===== src/rtl/instr_encoder_pkg.sv =====
// Shared definitions for the MIPS instruction encoder.
// Contents: op_type codes, MIPS opcode/funct constants, the session FSM state enum
// and a helper that builds an R-type word.
package instr_encoder_pkg;

    // op_type codes presented on the field-bundle interface
    localparam logic [3:0] OP_ADD = 4'b0001;
    localparam logic [3:0] OP_SUB = 4'b0010;
    localparam logic [3:0] OP_AND = 4'b0011;
    localparam logic [3:0] OP_OR  = 4'b0100;
    localparam logic [3:0] OP_SLT = 4'b0101;
    localparam logic [3:0] OP_LW  = 4'b0110;
    localparam logic [3:0] OP_SW  = 4'b0111;
    localparam logic [3:0] OP_BEQ = 4'b1000;
    localparam logic [3:0] OP_J   = 4'b1001;

    // MIPS primary opcodes
    localparam logic [5:0] OPC_RTYPE = 6'b000000;
    localparam logic [5:0] OPC_LW    = 6'b100011;
    localparam logic [5:0] OPC_SW    = 6'b101011;
    localparam logic [5:0] OPC_BEQ   = 6'b000100;
    localparam logic [5:0] OPC_J     = 6'b000010;

    // R-type funct field values
    localparam logic [5:0] FN_ADD = 6'b100000;
    localparam logic [5:0] FN_SUB = 6'b100010;
    localparam logic [5:0] FN_AND = 6'b100100;
    localparam logic [5:0] FN_OR  = 6'b100101;
    localparam logic [5:0] FN_SLT = 6'b101010;

    typedef enum logic [1:0] {
        ST_IDLE  = 2'd0,
        ST_RUN   = 2'd1,
        ST_DRAIN = 2'd2
    } state_e;

    // R-type layout: opcode | rs | rt | rd | shamt(0) | funct
    function automatic logic [31:0] rtype(input logic [4:0] rs, input logic [4:0] rt,
                                          input logic [4:0] rd, input logic [5:0] fn);
        return {OPC_RTYPE, rs, rt, rd, 5'b00000, fn};
    endfunction

endpackage


===== src/rtl/instr_pack.sv =====
// Combinational packer: op_type plus register/immediate/target fields -> 32-bit MIPS word.
// Ports: op_type_i, rs_i, rt_i, rd_i, imm_i, target_i in; word_o (encoded word), illegal_o
// (op_type unsupported; word_o is then all zeros, i.e. a nop).
module instr_pack
    import instr_encoder_pkg::*;
(
    input  logic [3:0]  op_type_i,
    input  logic [4:0]  rs_i,
    input  logic [4:0]  rt_i,
    input  logic [4:0]  rd_i,
    input  logic [15:0] imm_i,
    input  logic [25:0] target_i,
    output logic [31:0] word_o,
    output logic        illegal_o
);

    always_comb begin
        word_o    = '0;
        illegal_o = 1'b0;
        case (op_type_i)
            OP_ADD:  word_o = rtype(rs_i, rt_i, rd_i, FN_ADD);
            OP_SUB:  word_o = rtype(rs_i, rt_i, rd_i, FN_SUB);
            OP_AND:  word_o = rtype(rs_i, rt_i, rd_i, FN_AND);
            OP_OR:   word_o = rtype(rs_i, rt_i, rd_i, FN_OR);
            OP_SLT:  word_o = rtype(rs_i, rt_i, rd_i, FN_SLT);
            OP_LW:   word_o = {OPC_LW,  rs_i, rt_i, imm_i};
            OP_SW:   word_o = {OPC_SW,  rs_i, rt_i, imm_i};
            OP_BEQ:  word_o = {OPC_BEQ, rs_i, rt_i, imm_i};
            OP_J:    word_o = {OPC_J, target_i};
            default: illegal_o = 1'b1;
        endcase
    end

endmodule


===== src/rtl/instr_encoder.sv =====
// Session-based MIPS encoder: accepts field bundles, emits encoded words with sequential
// word addresses starting at base_addr. Latency 1 cycle, full throughput; in_ready drops
// while an unaccepted word is held. Ports: clk, rst (sync, active-high), start/stop/base_addr
// session control, in_valid/in_ready + fields, out_valid/out_ready/out_instr/out_addr, busy, illegal.
// Build option ENC_ILLEGAL_NOP_EN: illegal ops emit a nop and consume an address.
module instr_encoder
    import instr_encoder_pkg::*;
#(
    parameter int ADDR_W = 8
) (
    input  logic              clk,
    input  logic              rst,
    input  logic              start,
    input  logic              stop,
    input  logic [ADDR_W-1:0] base_addr,
    input  logic              in_valid,
    output logic              in_ready,
    input  logic [3:0]        op_type,
    input  logic [4:0]        rs,
    input  logic [4:0]        rt,
    input  logic [4:0]        rd,
    input  logic [15:0]       imm,
    input  logic [25:0]       target,
    output logic              out_valid,
    input  logic              out_ready,
    output logic [31:0]       out_instr,
    output logic [ADDR_W-1:0] out_addr,
    output logic              busy,
    output logic              illegal
);

    state_e            state_q, state_d;
    logic [ADDR_W-1:0] cnt_q, cnt_d;
    logic              vld_q, vld_d;
    logic [31:0]       instr_q, instr_d;
    logic              ill_q, ill_d;

    logic [31:0] pack_word;
    logic        pack_illegal;
    logic        in_fire, out_fire, emit;

    instr_pack u_pack (
        .op_type_i (op_type),
        .rs_i      (rs),
        .rt_i      (rt),
        .rd_i      (rd),
        .imm_i     (imm),
        .target_i  (target),
        .word_o    (pack_word),
        .illegal_o (pack_illegal)
    );

    // Output register may reload in the same cycle it is drained, so ready looks through it.
    assign in_ready = (state_q == ST_RUN) && (!vld_q || out_ready);
    assign in_fire  = in_valid && in_ready;
    assign out_fire = vld_q && out_ready;

`ifdef ENC_ILLEGAL_NOP_EN
    // Illegal ops still produce a word; pack_word is already zero (nop) for them.
    assign emit = in_fire;
`else
    assign emit = in_fire && !pack_illegal;
`endif

    always_comb begin
        state_d = state_q;
        cnt_d   = cnt_q;
        vld_d   = vld_q;
        instr_d = instr_q;
        ill_d   = ill_q;

        // The counter always names the address of the word currently held, so it
        // advances when that word leaves.
        if (out_fire) begin
            cnt_d = cnt_q + 1'b1;
            vld_d = 1'b0;
        end
        if (emit) begin
            vld_d   = 1'b1;
            instr_d = pack_word;
        end
        if (in_fire && pack_illegal) begin
            ill_d = 1'b1;
        end

        case (state_q)
            ST_IDLE: begin
                if (start) begin
                    state_d = ST_RUN;
                    cnt_d   = base_addr;
                    ill_d   = 1'b0;
                end
            end
            ST_RUN: begin
                if (stop) state_d = ST_DRAIN;
            end
            ST_DRAIN: begin
                if (!vld_q) state_d = ST_IDLE;
            end
            default: state_d = ST_IDLE;
        endcase
    end

    always_ff @(posedge clk) begin
        if (rst) begin
            state_q <= ST_IDLE;
            cnt_q   <= '0;
            vld_q   <= 1'b0;
            instr_q <= '0;
            ill_q   <= 1'b0;
        end else begin
            state_q <= state_d;
            cnt_q   <= cnt_d;
            vld_q   <= vld_d;
            instr_q <= instr_d;
            ill_q   <= ill_d;
        end
    end

    assign out_valid = vld_q;
    assign out_instr = instr_q;
    assign out_addr  = cnt_q;
    assign busy      = (state_q != ST_IDLE);
    assign illegal   = ill_q;

endmodule


===== config.mk =====
export PLATFORM = sky130hd
export DESIGN_NAME = instr_encoder
export DESIGN_NICKNAME = d
export VERILOG_FILES = /design/src/rtl/instr_encoder_pkg.sv /design/src/rtl/instr_pack.sv /design/src/rtl/instr_encoder.sv
export SDC_FILE = /design/constraint.sdc
export NUM_CORES = 1
export LEC_CHECK = 0
export ABC_AREA = 1
export CAP_MARGIN = 15
export CELL_PAD_IN_SITES_DETAIL_PLACEMENT = 1
export CELL_PAD_IN_SITES_GLOBAL_PLACEMENT = 2
export CORE_ASPECT_RATIO = 1.25
export CORE_MARGIN = 4
export CORE_UTILIZATION = 27
export DETAILED_ROUTE_END_ITERATION = 8
export DONT_BUFFER_PORTS = 1
export PLACE_DENSITY = 0.79
export SYNTH_ARGS = -nofsm -noshare
export SYNTH_HDL_FRONTEND = slang
export SYNTH_SLANG_ARGS = --single-unit

===== constraint.sdc =====
create_clock -name clk -period 1.1 [get_ports clk]
set_input_delay 0.275 -clock clk [delete_from_list [all_inputs] [get_ports clk]]
set_output_delay 0.275 -clock clk [all_outputs]
set_load 0.1 [all_outputs]

* Word level (Yosys, flattened, before mapping) *
Index checks and enable logic that the tools add are counted.

cells by class
  add/sub/neg operators = 1
  reduce and logical (&&, ||, !) cells = 12
  equal/unequal tests = 14
  mux-type cells = 14

operators by type and width
  kind                                                             number
  32-bit one-hot mux with 9 select lines                           1
  8-bit two-way mux                                                3
  4-bit by 3-bit == test with 1-bit output, second input constant  4
  9-bit OR reduction                                               1
  8-bit by 1-bit adder with 8-bit output, second input constant    1
  4-bit by 2-bit == test with 1-bit output, second input constant  2
  4-bit == test, second input constant                             2
  1-bit two-way mux                                                6
  2-bit two-way mux                                                3
  2-bit inequality test, second input constant                     3
  2-bit one-hot mux with 3 select lines                            1
  1-bit logical AND                                                5
  4-bit by 1-bit == test with 1-bit output, second input constant  1
  2-bit nonzero test                                               2
  3-bit AND reduction                                              1
  2-bit by 1-bit == test with 1-bit output, second input constant  1
  2-bit == test, second input constant                             1
  2-bit logical NOT                                                1
  1-bit logical NOT                                                1
  1-bit logical OR                                                 1

storage, ports and cells
  flip-flop bits (word level) = 44
  logic and storage cells = 46

* Longest topological paths before layout *
  depth after elaboration = 8
  gate-level depth with buffers = 9

* Hierarchy *
Synthesis repeated with hierarchy kept, for this count alone.

second synthesis, totals
  cell total of the unflattened synthesis = 363
  area, all modules = 2316.0 µm²

modules (own cells, without submodules)
  module         cells an instance  instances  area each (µm²)
  instr_encoder  240                1          1780.5
  instr_pack     123                1          535.5

* Worst setup path before layout *
Ideal clock, no wire load.

  path type = reg2out
  start = register vld_q (netlist: out_valid)
  end = output port in_ready
  stages on the path, launching flop included = 4
  arrival time = 2115 ps
  data required time = 825 ps
  path buffers = 0
  path slack = -1290 ps
  cell sequence = dfxtp_1 -> inv_1 -> nor2_1 -> nor2_1

between the ends
  cells in the longest elaborated chain, start to end = 3

RTL lines
  what                      RTL line              source
  start: declaration        instr_encoder.sv:34   logic vld_q, vld_d;
  start signal: assignment  instr_encoder.sv:114  vld_q <= vld_d;
  1-bit logical NOT         -
  1-bit logical OR          instr_encoder.sv:54   assign in_ready = (state_q == ST_RUN) && (!vld_q || out_ready);
  1-bit logical AND         instr_encoder.sv:54
  end: declaration          instr_encoder.sv:17   output logic in_ready,

No other way between the ends.

* Worst setup path in the final report *
  start = register vld_q (netlist: out_valid)
  end = output port out_valid

RTL lines
  what              RTL line             source
  end: declaration  instr_encoder.sv:24  output logic out_valid,

No word-level cell between the ends.

==> run_results.csv <==
group,metric,value,unit
setup_path,cpMaxStageDelayCell,"dfxtp_4",
final_layout,antenna_cells,0,
synth,yosysUniqueCellTypes,27,
synth,ys_warn_count,0,
setup_path,reg2reg_from,"out_valid$_SDFFE_PP0P_",
final_layout,fill_cells,953,
grt,grt_pass1_vias,2688,
final_layout,area_growth,92.38,%
setup_path,cp.arrival,1.18,ns
synth,syn_area_per_cell,6.395,um^2
floorplanning,io_pins,119,
setup_path,startpoint_type,"register",
setup_path,worstPathCellList,"buf_4, buf_6, buf_6, buf_12",
final_layout,final_cell_mix,"nand2_1, buf_12, buf_4",
status,outcome,"finished, violations left",
synth,synth_top_family_by_area,"simple AND/OR/NAND/NOR gates",
floorplanning,die_h,110.1,um
timing,maxSlewHeadroom,0.6577,
final_layout,final_util,0.5285,
cts,cts_buffers,5,
setup_path,cp.required,0.82,ns
cts,clockRootBuffer,"clkbuf_8",
synth,synth_compound_area_frac,0.1017,
hold_path,hold_path.class,"primary input to register",
synth,ys_seq_elements,42,
final_layout,drive_above_1_share,0.5695,
drt,route.detailed.drc,0,
drt,dr_total_vias,2609,
timing,setup_slack,-0.3518,ns
synth,synthSimpleGateAreaFrac,0.4058,
setup_path,path_buf_inv,4,
grt,grt_first_pass_wirelength,12850,um
cts,cts.sinks,42,
floorplanning,start_util,0.2747,
synth,synth-adder-area-share,0.005559,
cts,hold_buffers,0,
place,gp_congestion,0.7543,
synth,yosysSeqAreaShare,0.3735,
setup_path,crit_fanout,2,
drt,wl_per_cell,17.05,um
setup_path,slowest_delay,0.36,ns
timing,worst_pin_slew,0.5129,ns
pwr,p_leak,2.030,nW
drt,ant_nets,0,
floorplanning,core_area,8194,um^2
final_layout,multi_input_area,1702,um^2
timing,fin_setup_tns,-11.09,ns
status,violations,"setup timing",
floorplanning,die-area,9871,um^2
hold_path,min_from,"rst",
timing,skew,0.01189,ns
timing,maxSlewViolCount,0,
drt,dr.pass1.iters,4,
floorplanning,rows,37,
timing,fmax,688.8,MHz
synth,synthMuxAreaShare,0,
floorplanning,die_w,89.67,um
setup_path,critPathKind,"register to output port",
pwr,finalPower,4.065,mW
final_layout,final_area,4330,um^2
place,placed_cell_area,3410,um^2
drt,via_per_inst,4.868,
setup_path,r2r_cells,9,
place,dp_hpwl,5932,um
timing,hold_viol_final,0,
synth,syn_nets,428,
hold_path,worstHoldPathCells,1,
timing,fin_crit_sh,1.320,
timing,whs,0.02687,ns
grt,grt_use_total,0.1672,
place,dp_cells,508,
cts,cts.clk_slew.worst_paths,0.09,ns
timing,final-setup-viol-count,60,
synth,synthCells,352,
final_layout,final_cells,536,
cts,tritoncts,"yes",
flow_run,maxCapViolCount,0,
pwr,ir_worst_vdd,0.0005238,V
setup_path,end_kind,"output port",
synth,synth_xor_area_frac,0.01167,
setup_path,cp_num_cells,4,
timing,post-route-min-period,1.452,ns
cts,cts_max_level,2,
setup_path,critPathTopFamily,"buffers and inverters",
setup_path,crit_top_cell,"buf_6",
pwr,cellPowerDensity,938.8,nW/um^2
grt,antenna_found_initial,0,
synth,synthesis.area,2251,um^2
drt,routed_wl,9138,um
setup_path,cp-startpoint,"out_valid$_SDFFE_PP0P_",
grt,grt_start_max_net_pins,33,
final_layout,final_common_cell,"nand2_1",
place,port_buffers,0,
drt,drtIter0Drc,25,
cts,clock_latency,0.30,ns
place,dpl_worst_slack,-0.2375,ns
final_layout,regArea,914.6,um^2
cts,clockBufferDepth,2,
timing,rsz0062_at_grt,"yes",
final_layout,num-nets-final,514,
grt,overflow,0,
-- layout make-up --
class	instances	share of cell area
clock buffer	6	0.01676
clock inverter	2	0.002311
inverter	26	0.02716
multi-input combinational	268	0.3929
sequential	42	0.2112
tap	97	0.02803
timing repair buffer	95	0.3216
-- per-layer routing --
metal / up-vias / wire [um] / global-route usage
li1: 1281 / - / -
met1: 1238 / 3124 / 0.1804
met2: 79 / 5287 / 0.3143
met3: 11 / 565 / 0.04610
met4: 0 / 160 / 0.04149
met5: - / 0 / 0
-- what timing repair did --
item | CTS | global route
setup endpoints to repair | 71 | 83
pin swaps | 11 | 45
resized for setup | 52 | 122
setup buffers | 9 | 11
cloned | 0 | 2
-- cell families after synthesis --
group / count (synthesis)
flip-flops: 42
AO/OA/AOI/OAI: 45
buffers and inverters: 42
XOR/XNOR: 3
AND/OR/NAND/NOR: 218
adder cells (fa/ha/maj): 1
other: 1
-- synth_stat cells --
cell / n / area, um^2
nand3_1: 31 / 155.2
nand3_2: 2 / 20.02
ha_1: 1 / 12.51
inv_1: 20 / 75.07
nor3_2: 1 / 10.01
inv_2: 5 / 18.77
a21oi_1: 35 / 175.2
nand4_1: 2 / 12.51
buf_4: 4 / 30.03
o21bai_1: 1 / 7.510
clkinv_1: 1 / 3.750
buf_8: 2 / 30.03
nor2_2: 1 / 6.260
nor2_4: 1 / 11.26
conb_1: 1 / 3.750
clkbuf_1: 6 / 22.52
xor2_1: 1 / 8.760
xnor2_1: 2 / 17.52
o21ai_0: 8 / 40.04
a31oi_1: 1 / 6.260
dfxtp_1: 42 / 840.8
or2_2: 2 / 12.51
nand2_2: 6 / 37.54
nand2_1: 150 / 563.0
nor2_1: 20 / 75.07
nor3_1: 2 / 10.01
buf_6: 4 / 45.04
-- state kept, by name (all words and copies together) (netlist names) --
name	flops
out_valid	1
out_instr	30
illegal	1
state_q	2
out_addr	8
-- final timing paths --
| kind | to | slack (ns) |
|---|---|---|
| max | out_valid | -0.35 |
| max reg2reg | out_instr[16]$_SDFFE_PP0P_ | -0.29 |
| min | out_instr[8]$_SDFFE_PP0P_ | 0.03 |
| min reg2reg | out_instr[29]$_SDFFE_PP0P_ | 0.48 |
-- power by group --
part	internal, mW	switching [mW]	total, mW
Clock	0.441	0.543	0.984
Combinational	0.544	0.890	1.43
Sequential	1.58	0.0707	1.65
Total	2.56	1.50	4.07
(Power assumes the default switching activity.)
